### src/rtl/rgb_pwm_driver.sv
// ---------------------------------------------------------------------------
// rgb_pwm_driver
//
// Purpose:
//   Turns a 24-bit colour word into three 8-bit PWM outputs for the red,
//   green and blue LED pins. A prescaler divides clk into PWM ticks. An
//   8-bit tick counter defines a 256-tick frame.
//
//   New colours are captured into a shadow register first. They are copied
//   into the active duty registers only on a frame boundary (wrap). This
//   stops an LED from glitching part-way through a frame.
//
// Ports:
//   clk          in   system clock, rising edge
//   rst          in   asynchronous reset, active low
//   enable       in   1 = run the PWM; 0 = hold the counters, outputs low
//   colour[23:0] in   [23:16]=R, [15:8]=G, [7:0]=B
//   load         in   capture colour into the shadow register this cycle
//   pwm_r        out  red PWM (registered)
//   pwm_g        out  green PWM (registered)
//   pwm_b        out  blue PWM (registered)
//   frame_start  out  one-cycle pulse in the first clock of each new frame
//   pending      out  a shadow colour is waiting for the next frame boundary
//
// Parameters:
//   PRESCALE     clocks per PWM tick, 1..65535
//   PRE_W        prescale counter width, 2**PRE_W > PRESCALE
// ---------------------------------------------------------------------------
module rgb_pwm_driver #(
    parameter int unsigned PRESCALE = 4,
    parameter int unsigned PRE_W    = 16
) (
    input  logic        clk,
    input  logic        rst,
    input  logic        enable,
    input  logic [23:0] colour,
    input  logic        load,
    output logic        pwm_r,
    output logic        pwm_g,
    output logic        pwm_b,
    output logic        frame_start,
    output logic        pending
);

    localparam logic [PRE_W-1:0] PRE_LAST = PRE_W'(PRESCALE - 1);

    logic [PRE_W-1:0] pre;
    logic [7:0]       cnt;
    logic [23:0]      shadow;
    logic [23:0]      active;
    logic             tick;
    logic             wrap;

    // With PRESCALE == 1, PRE_LAST is 0 and pre stays at 0.
    // In that case tick follows enable every cycle.
    assign tick = enable && (pre == PRE_LAST);
    assign wrap = tick && (cnt == 8'hFF);

    // Prescaler: counts only while enabled, so a pause resumes mid-tick.
    always_ff @(posedge clk or negedge rst) begin
        if (!rst) begin
            pre <= '0;
        end else if (enable) begin
            if (tick) begin
                pre <= '0;
            end else begin
                pre <= pre + PRE_W'(1);
            end
        end
    end

    // PWM tick counter. It is 8 bits wide, so 255 -> 0 is the natural wrap.
    always_ff @(posedge clk or negedge rst) begin
        if (!rst) begin
            cnt <= 8'h00;
        end else if (tick) begin
            cnt <= cnt + 8'h01;
        end
    end

    // Shadow / active colour registers.
    // A load always wins over the boundary copy.
    // A load that lands exactly on the wrap goes straight into active,
    // so pending never rises for it.
    always_ff @(posedge clk or negedge rst) begin
        if (!rst) begin
            shadow  <= 24'h000000;
            active  <= 24'h000000;
            pending <= 1'b0;
        end else if (load) begin
            shadow <= colour;
            if (wrap) begin
                active  <= colour;
                pending <= 1'b0;
            end else begin
                pending <= 1'b1;
            end
        end else if (wrap && pending) begin
            active  <= shadow;
            pending <= 1'b0;
        end
    end

    // Registered outputs.
    // Each compare uses this cycle's cnt and active, so the pins lag cnt
    // by one clock. Because the compare is strict, a duty of 255 still
    // leaves one low tick per frame.
    // frame_start therefore lines up with the first clock of cnt == 0.
    always_ff @(posedge clk or negedge rst) begin
        if (!rst) begin
            pwm_r       <= 1'b0;
            pwm_g       <= 1'b0;
            pwm_b       <= 1'b0;
            frame_start <= 1'b0;
        end else begin
            pwm_r       <= enable && (cnt < active[23:16]);
            pwm_g       <= enable && (cnt < active[15:8]);
            pwm_b       <= enable && (cnt < active[7:0]);
            frame_start <= wrap;
        end
    end

endmodule

### config.mk
export PLATFORM = sky130hd
export DESIGN_NAME = rgb_pwm_driver
export DESIGN_NICKNAME = d
export VERILOG_FILES = /design/src/rtl/rgb_pwm_driver.sv
export SDC_FILE = /design/constraint.sdc
export NUM_CORES = 1
export LEC_CHECK = 0
export CAP_MARGIN = 5
export CORE_UTILIZATION = 50
export DETAILED_ROUTE_END_ITERATION = 6
export PLACE_DENSITY_LB_ADDON = 0.2
export SYNTH_ARGS = -nofsm -noshare
export SYNTH_HDL_FRONTEND = slang
export SYNTH_SLANG_ARGS = --single-unit
### constraint.sdc
create_clock -name clk -period 2.2 [get_ports clk]
set_input_delay 0.22 -clock clk [delete_from_list [all_inputs] [get_ports clk]]
set_output_delay 0.22 -clock clk [all_outputs]
set_load 0.05 [all_outputs]
# Word level (Yosys, flattened, before mapping)
# Index checks and enable logic that the tools add are counted.
# classes
n_reduce_logical	8
eq_ne	3
n_lt_le_gt_ge	3
n_addsub	2
mux	7
# ops
op	n
$mux W24	3
$lt A8 B8 Y1	3
$add A16 B1 Y16 const B	1
$eq A16 B2 Y1 const B	1
$mux W16	1
$add A8 B1 Y8 const B	1
$eq A8 B8 Y1 const B	1
$logic_and A1 B1 Y1	6
$mux W1	3
$ne A2 B1 Y1 const B	1
$reduce_and A2 Y1	1
$reduce_bool A2 Y1	1
# totals
ff_bits	77
wordCells	32
inputBits	28

# Depth between registers and ports, before layout
# Gate-level depths: netlist of run 1.
# logic_depth
word_depth	6
ltp_mapped	6
mapped_depth_nobuf	6

# Worst setup path before layout of run 1
# No wires, ideal clock.
# synth_path
path_kind	reg2reg
start	reg cnt[0]
end	reg active[0]
period_less_slack_ps	2024
arrival_ps	1898
n_path_buf	1
path_stages_with_launch	7
setup_time_ps	125
required_ps	2075
path_slack_ps	176
path_cell_list	dfrtp_1 ha_1 nand2_1 or3_1 nor3_4 buf_12 mux2_4
# synth_between
elab_chain_len	5
# synth_rtl
element	line_no	rtl
start, declared	48	logic [7:0] cnt;
start signal, assigned	77	cnt <= cnt + 8'h01;
$eq A8 B8 Y1 (*)	57	assign wrap = tick && (cnt == 8'hFF);
$logic_and A1 B1 Y1 (*)	57	
$logic_and A1 B1 Y1	98	end else if (wrap && pending) begin
$reduce_bool A2 Y1 (no line)	n/a	
$reduce_and A2 Y1 (no line) (*)	n/a	
end signal, assigned	93	active <= colour;
end signal, assigned	99	active <= shadow;
end, declared	50	logic [23:0] active;
# Mark *: on every way between the ends. The rest lies on a longest branch, timed or not.
# A chain may end at the register's enable or synchronous reset.

# Final worst setup path of run 1
# layout_path
start	reg pre[0]
end	reg active[6]
# layout_between
elab_chain_len	6
# layout_rtl
element	line_no	rtl
start, declared	47	logic [PRE_W-1:0] pre;
start signal, assigned	67	pre <= pre + PRE_W'(1);
$eq A16 B2 Y1 (*)	56	assign tick = enable && (pre == PRE_LAST);
$logic_and A1 B1 Y1 (*)	56	
$logic_and A1 B1 Y1 (*)	57	
$logic_and A1 B1 Y1	98	
$reduce_bool A2 Y1 (no line)	n/a	
$reduce_and A2 Y1 (no line) (*)	n/a	
# Marks and branches as above.

==> summary.md, run 1 <==
| Metric | Value |
|---|---|
| Layout Skew | 0.0178 ns |
| Post-synthesis cell count | roughly 300 |
| N_diodes | 0 |
| TNS Setup | 0 ns |
| Global placement routability congestion | between 0.7 and 0.8 |
| Max incr delay on CP | about 0.40 ns |
| Vias after detailed routing | 2,294 |
| Slowest-stage cell, CP | dfrtp_1 |
| Yosys warnings | 0 |
| Post-synthesis cell area | between 0.003 and 0.004 mm2 |
| Layout Nets | between 300 and 400 |
| RSZ-0062 raised after global routing | no |
| Fraction of layout cells with a size suffix above 1 | 0.250 |
| R2R depth | 6 |
| Complex-gate fraction of the synthesized area | 0.0375 |
| Largest net degree at the start of global routing | 50 |
| Die X | about 88 um |
| Worst Hold Margin | 0.331 ns |
| Slew headroom | 0.666 |
| Synthesis-stage register bit count | 77 |
| DIE HEIGHT | between 80 and 90 um |
| Critical Setup Path Class | flop to flop |
| Synth Area in Simple Gates | 0.116 |
| Leak | between 2 and 2.5 nW |
| Total track usage | 0.192 |
| Yosys top cell area share | 0.516 |
| Drc violations | 0 |
| Clock share of power | 0.340 |
| Layout area overhead | 20.1% |
| Initial Util | 0.515 |
| Adder-cell area share of the yosys netlist | 0.0771 |
| Port Buffers | 32 |
| Minimum clock period | about 2.0 ns |
| Total of max-cap violations | 0 |
| Measured slew at the worst slew-check pin | 0.500 ns |
| Initial DRC count | 110 |
| Clock root buffer | clkbuf_8 |
| IO Count | 33 |
| Initial antenna violation count | 0 |
| Sw Share | 0.284 |
| Period utilization | 0.905 |
| Num CTS Buffers | 9 |
| Cell area power density | roughly 800 mW/mm2 |
| R2r setup slk | 0.21 ns |
| First-pass GRT wire length | between 10,000 and 15,000 um |
| Die area | 0.00782 mm2 |
| Htree depth | 3 |
| Hpwl dp | ~4600 um |
| Final Cell Area | about 0.0045 mm2 |
| Final cell utilization of the core | 0.618 |
| Post-synth top area cell | dfrtp_1 |
| Routed Antenna Nets | 0 |
| Placed cell area | about 0.0043 mm2 |
| Sequential area share after synthesis | 0.516 |
| Final max-slew violation count | 0 |
| CTS clk-pin slew, worst paths | ~0.10 ns |
| Req. time, crit path | ~2.4 ns |
| Total nets after synthesis | ~350 |
| Startpoint Class | flop |
| Main area contributors after synthesis | dfrtp_1, mux2_2, mux2_4 |
| Total routed wirelength | ~6700 um |
| Status | completed |
| Final Power | roughly 0.0035 W |
| P_int | ~0.0025 W |
| Post-Synth XOR/XNOR Area | 0.0469 |
| Vias in the first global route | ~2.3k |
| Critical Path AT | around 2.2 ns |
| Combinational power share | 0.195 |
| Final Hold Violating Endpoints | 0 |
| Synth Area per Inst | roughly 13 um2 |
| Mux contribution to synthesized area | 0.168 |
| Worst skew pair latency | around 0.36 ns |
| Hold WC Path Type | input port to async pin |
| Drt pass-1 iters | 4 |
| CTS tree | done |
| Longest Clk Path Bufs | 2 |
| Critical path endpoint category | flop |
| Sw power | approximately 0.001 W |
| Crit-path max FO | 10 |
| Crit path cell chain | ha_1 > nor4b_4 > nand4_4 > nor3_4 > buf_4 > mux2_4 |
| Largest family of logic cells by synthesized area | multiplexers |
| Clk sinks | 77 |
| Count of cell types in the netlist | 34 |
| Worst vdd ir | between 0.4 and 0.5 mV |
| Final setup violation count | 0 |
| Post-cts sizing count | 0 |
| GR Overflow Total | 0 |
| Achievable Freq | 0.502 GHz |
| Number of fill cells | around 590 |
| Core Area | ~0.0073 mm2 |
| DR WL/cell | roughly 15 um |
| Share of power burned in registers | 0.465 |
| Cell row count | 31 |
| Vias per cell | about 5 |
[cells by family (layout without fill, tap and decap cells)]
family,Yosys count,in the layout
buffers and inverters,30,87
adder cells (fa/ha/maj),23,23
AO/OA/AOI/OAI,22,22
XOR/XNOR,20,20
flip-flops,77,77
multiplexers,49,49
AND/OR/NAND/NOR,74,74
[worst max-delay path, delay by kind of cell, from the launching register on]
family,cells,cell delay [ns]
mux,1,0.31
simple gates,3,0.69
buf+inv,1,0.27
fa+ha+maj,1,0.20
flops,1,0.40
[power by group through the flow]
stage | clock [W] | sequential [W] | combinational (W)
3_5_place_dp | 0 | 0.00166 | 0.000689
2_1_floorplan | 0 | 0.00168 | 0.000400
6_report | 0.00120 | 0.00163 | 0.000687
4_1_cts | 0.00121 | 0.00163 | 0.000697
3_3_place_gp | 0 | 0.00165 | 0.000654
5_1_grt | 0.00127 | 0.00165 | 0.000785
[layer usage]
layer / wire length (um) / global-route usage / up-vias
li1: - / - / 1121
met5: 0 / 0 / -
met4: 104 / 0.0865 / 0
met2: 3190 / 0.320 / 32
met1: 3220 / 0.248 / 1133
met3: 174 / 0.0299 / 8
[stage by stage]
| step | setup slack, ns | cells |
|---|---|---|
| final | 0.210 | 451 |
| after global routing | 0.102 | 451 |
| after CTS | 0.197 | 451 |
| after detailed placement | 0.0333 | 434 |
| after global placement | 0.0671 | 434 |
| after floorplan | 0.176 | 295 |
[synth_stat cells (all sizes together)]
| library cell | instances |
|---|---|
| inv | 24 |
| nor4 | 3 |
| a31oi | 3 |
| nand3 | 7 |
| nor4b | 3 |
| nand2 | 21 |
| clkbuf | 4 |
| xnor2 | 5 |
| a21oi | 6 |
| nor3 | 6 |
| ha | 23 |
| buf | 2 |
| or3 | 2 |
| nand2b | 1 |
| and3 | 1 |
| nor2b | 3 |
| dfrtp | 77 |
| and2 | 1 |
| nand4 | 8 |
| a211o | 3 |
| xor2 | 15 |
| mux2 | 49 |
| o21ai | 7 |
| a41o | 3 |
| nor2 | 17 |
| or2 | 1 |
[layout make-up]
type                            count  area (um2)  share of cell area
Clock buffer                        9         124              0.0276
Timing Repair Buffer               47         458               0.102
Clock inverter                      7         100              0.0223
Sequential cell                    77        1930               0.430
Inverter                           24        90.1              0.0201
Tap cell                           99         124              0.0276
Multi-Input combinational cell    188        1660               0.371
[placed cells by master (no fill, tap or decap), drive strengths merged, types with 8 or more instances in the layout]
| master | n |
|---|---|
| dfrtp | 77 |
| mux2 | 49 |
| clkdlybuf4s50 | 31 |
| inv | 24 |
| ha | 23 |
| nand2 | 21 |
| nor2 | 17 |
| xor2 | 15 |
| buf | 15 |
| clkbuf | 9 |
| nand4 | 8 |
[sequential cells by signal, summed over array words and instances, names as in the netlist]
name,cells
frame_start,1
pre,16
cnt,8
pwm_g,1
pwm_r,1
pending,1
shadow,24
pwm_b,1
active,24
[what timing repair did]
item | CTS | global route
buffers inserted | 0 | 0
hold endpoints to repair | 28 | 0
hold buffers | 1 | 0
[path summary, 6_finish.rpt]
path | startpoint | endpoint
min in group clk | colour[5] | shadow[5]
max in group asynchronous | rst | cnt[2]
worst min-delay path | rst | shadow[4]
worst max register to register | pre[0] | active[6]
worst min register to register | shadow[19] | shadow[19]
worst max-delay path | pre[0] | active[6]
No activity file was read; power rests on OpenSTA's default activity.
==> run 2, diff against run 1 <==
==> constraint.sdc (replaced) <==
create_clock -name clk -period 2.2 [get_ports clk]
set_input_delay 0.44 -clock clk [delete_from_list [all_inputs] [get_ports clk]]
set_output_delay 0.44 -clock clk [all_outputs]
set_load 0.05 [all_outputs]
==> run 2 against run 1 <==
  * Sequential share of layout area is 0.060 points lower
  * Fmax down 1.1%
  * Clock skew fell by 0.0089 ns
  * Worst hold slack worse by 0.30 ns
  * Design area is 0.14% higher
  * Worst setup slack got worse by 0.022 ns
  * First-iteration DRC count is 26% lower
  * Power is 0.47% higher
  * Global-route usage barely moved
  * Non-clock buffer count decreased by 1
  * Flip-flop and latch count stayed put
  * Highest routed layer unchanged
==> summary.md, run 2 (synthesis gave the netlist of run 1 again) <==
| Metric | Value |
|---|---|
| Placed cell area | ~0.0043 mm2 |
| Port Buffers | 32 |
| RSZ-0062 raised after global routing | no |
| Die area | 0.00782 mm2 |
| Measured slew at the worst slew-check pin | between 0.5 and 0.6 ns |
| Clk sinks | slightly below 80 |
| Worst skew pair latency | roughly 0.34 ns |
| Drt pass-1 iters | 4 |
| Vias in the first global route | around 2.3k |
| Initial Util | 0.515 |
| P_int | approximately 0.0026 W |
| Critical Path AT | 2.24 ns |
| GR Overflow Total | 0 |
| Global placement routability congestion | about 0.79 |
| Drc violations | 0 |
| Startpoint Class | flop |
| IO Count | 33 |
| Top flop regs | active (24), shadow (24), pre (16) |
| First-pass GRT wire length | approximately 11,000 um |
| Period utilization | 0.915 |
| DIE HEIGHT | approximately 88 um |
| Leak | ~2.1 nW |
| Cell row count | 31 |
| Final max-slew violation count | 0 |
| Clock share of power | 0.348 |
| Final Cell Area | 0.00449 mm2 |
| Cell area power density | around 800 mW/mm2 |
| Die X | ~90 um |
| Worst vdd ir | approximately 0.35 mV |
| Clock root buffer | clkbuf_8 |
| Post-cts sizing count | 0 |
| Req. time, crit path | ~2.4 ns |
| Reg-to-reg startpoint | pre[0] |
| Total routed wirelength | approximately 6500 um |
| Largest net degree at the start of global routing | between 40 and 50 |
| Final setup violation count | 0 |
| Crit-path max FO | 14 |
| Status | completed |
| Most frequent cells in the layout | dfrtp_1, clkdlybuf4s50_1, mux2_2 |
| CTS tree | done |
| Core Area | approximately 0.0073 mm2 |
| CTS clk-pin slew, worst paths | 0.07 ns |
| Crit. Startpoint | pre[0] |
| Layout Skew | between 0.008 and 0.009 ns |
| Initial DRC count | 81 |
| Minimum clock period | about 2.0 ns |
| Hold WC Path Type | input port to async pin |
| Critical path endpoint category | flop |
| Vias per cell | 5.06 |
| Longest Clk Path Bufs | 2 |
| Slowest-stage cell, CP | dfrtp_1 |
| Total of max-cap violations | 0 |
| Num CTS Buffers | 9 |
| Post-CTS setup buffers | 0 |
| Slew headroom | 0.664 |
| Final Power | between 0.003 and 0.004 W |
| Final Hold Violating Endpoints | 0 |
| Max incr delay on CP | around 0.39 ns |
| Layout area overhead | 20.3% |
| Combinational power share | 0.190 |
| Share of power burned in registers | 0.462 |
| Commonest non-fill, non-tap cell in the layout | dfrtp_1 |
| CTS hold repair buffers | 0 |
| Sw power | around 0.0009 W |
| Sw Share | 0.258 |
| Htree depth | 3 |
| Crit path cell chain | ha_1 > nor4b_4 > nand4_4 > nor3_4 > buf_12 > mux2_2 |
| Fraction of layout cells with a size suffix above 1 | 0.246 |
| DR WL/cell | around 14 um |
| Layout Nets | ~400 |
| Achievable Freq | 0.497 GHz |
| Routed Antenna Nets | 0 |
| Critical Setup Path Class | flop to flop |
| Vias after detailed routing | between 2k and 2.5k |
| Hpwl dp | roughly 4700 um |
| N_diodes | 0 |
| Initial antenna violation count | 0 |
| Total track usage | 0.192 |
run 2: changes by cell type in the layout (fill, tap and decap cells not counted):
| cell | delta |
|---|---|
| clkbuf_1 | +1 |
| bufinv_16 | +1 |
| buf_12 | +1 |
| dlygate4sd3_1 | -1 |
| clkinv_2 | +2 |
| clkinv_4 | -2 |
| clkinvlp_4 | -3 |
| buf_4 | -1 |
run 2: path summary, 6_finish.rpt:
check / cells past startpoint / slack, ns / to
min in group clk: 1 / 0.50 / shadow[7]
max reg2reg: 6 / 0.19 / active[14]
max in group asynchronous: 2 / 1.60 / cnt[3]
min reg2reg: 1 / 0.50 / shadow[7]
max: 6 / 0.19 / active[14]
min: 1 / 0.03 / pre[10]
run 2: cell type report:
| type | instances | area, um2 |
|---|---|---|
| multi-input cells | 188 | 1660 |
| repair buffers | 46 | 460 |
| flip-flops and latches | 77 | 1930 |
| fillers | 582 | 2760 |
| inverters | 24 | 90.1 |
| well taps | 99 | 124 |
| clock buffers | 10 | 128 |
| clock inverters | 5 | 100 |
run 2: critical path, delay by kind of cell, from the launching register on:
family	cells	cell delay, ns
and+or+nand+nor	3	0.74
DFF	1	0.39
muxes	1	0.35
adders and majority gates	1	0.22
buffers and inverters	1	0.20
run 2: routing by layer:
metal / vias up / GRT usage / share of wire
met5: - / 0 / 0
met4: 0 / 0.0982 / 0.022
met3: 10 / 0.0308 / 0.022
met2: 28 / 0.309 / 0.48
met1: 1108 / 0.253 / 0.47
li1: 1124 / - / -
run 2: power by group through the flow:
stage	combinational (W)	sequential [W]	clock [W]
2_1_floorplan	0.000400	0.00168	0
3_5_place_dp	0.000675	0.00166	0
4_1_cts	0.000678	0.00163	0.00127
5_1_grt	0.000765	0.00165	0.00133
6_report	0.000671	0.00163	0.00123
3_3_place_gp	0.000651	0.00166	0
run 2: through the flow:
stage	util	hold WS, ns	setup slack, ns	std cells	TNS, ns
6_report	0.619	0.0301	0.188	449	0
5_1_grt	0.619	0.0666	0.118	449	0
4_1_cts	0.619	0.0303	0.179	449	0
3_5_place_dp	0.588	0.415	-0.156	434	-2.57
3_3_place_gp	0.588	0.412	-0.145	434	-2.62
2_1_floorplan	-	0.144	0.176	295	0
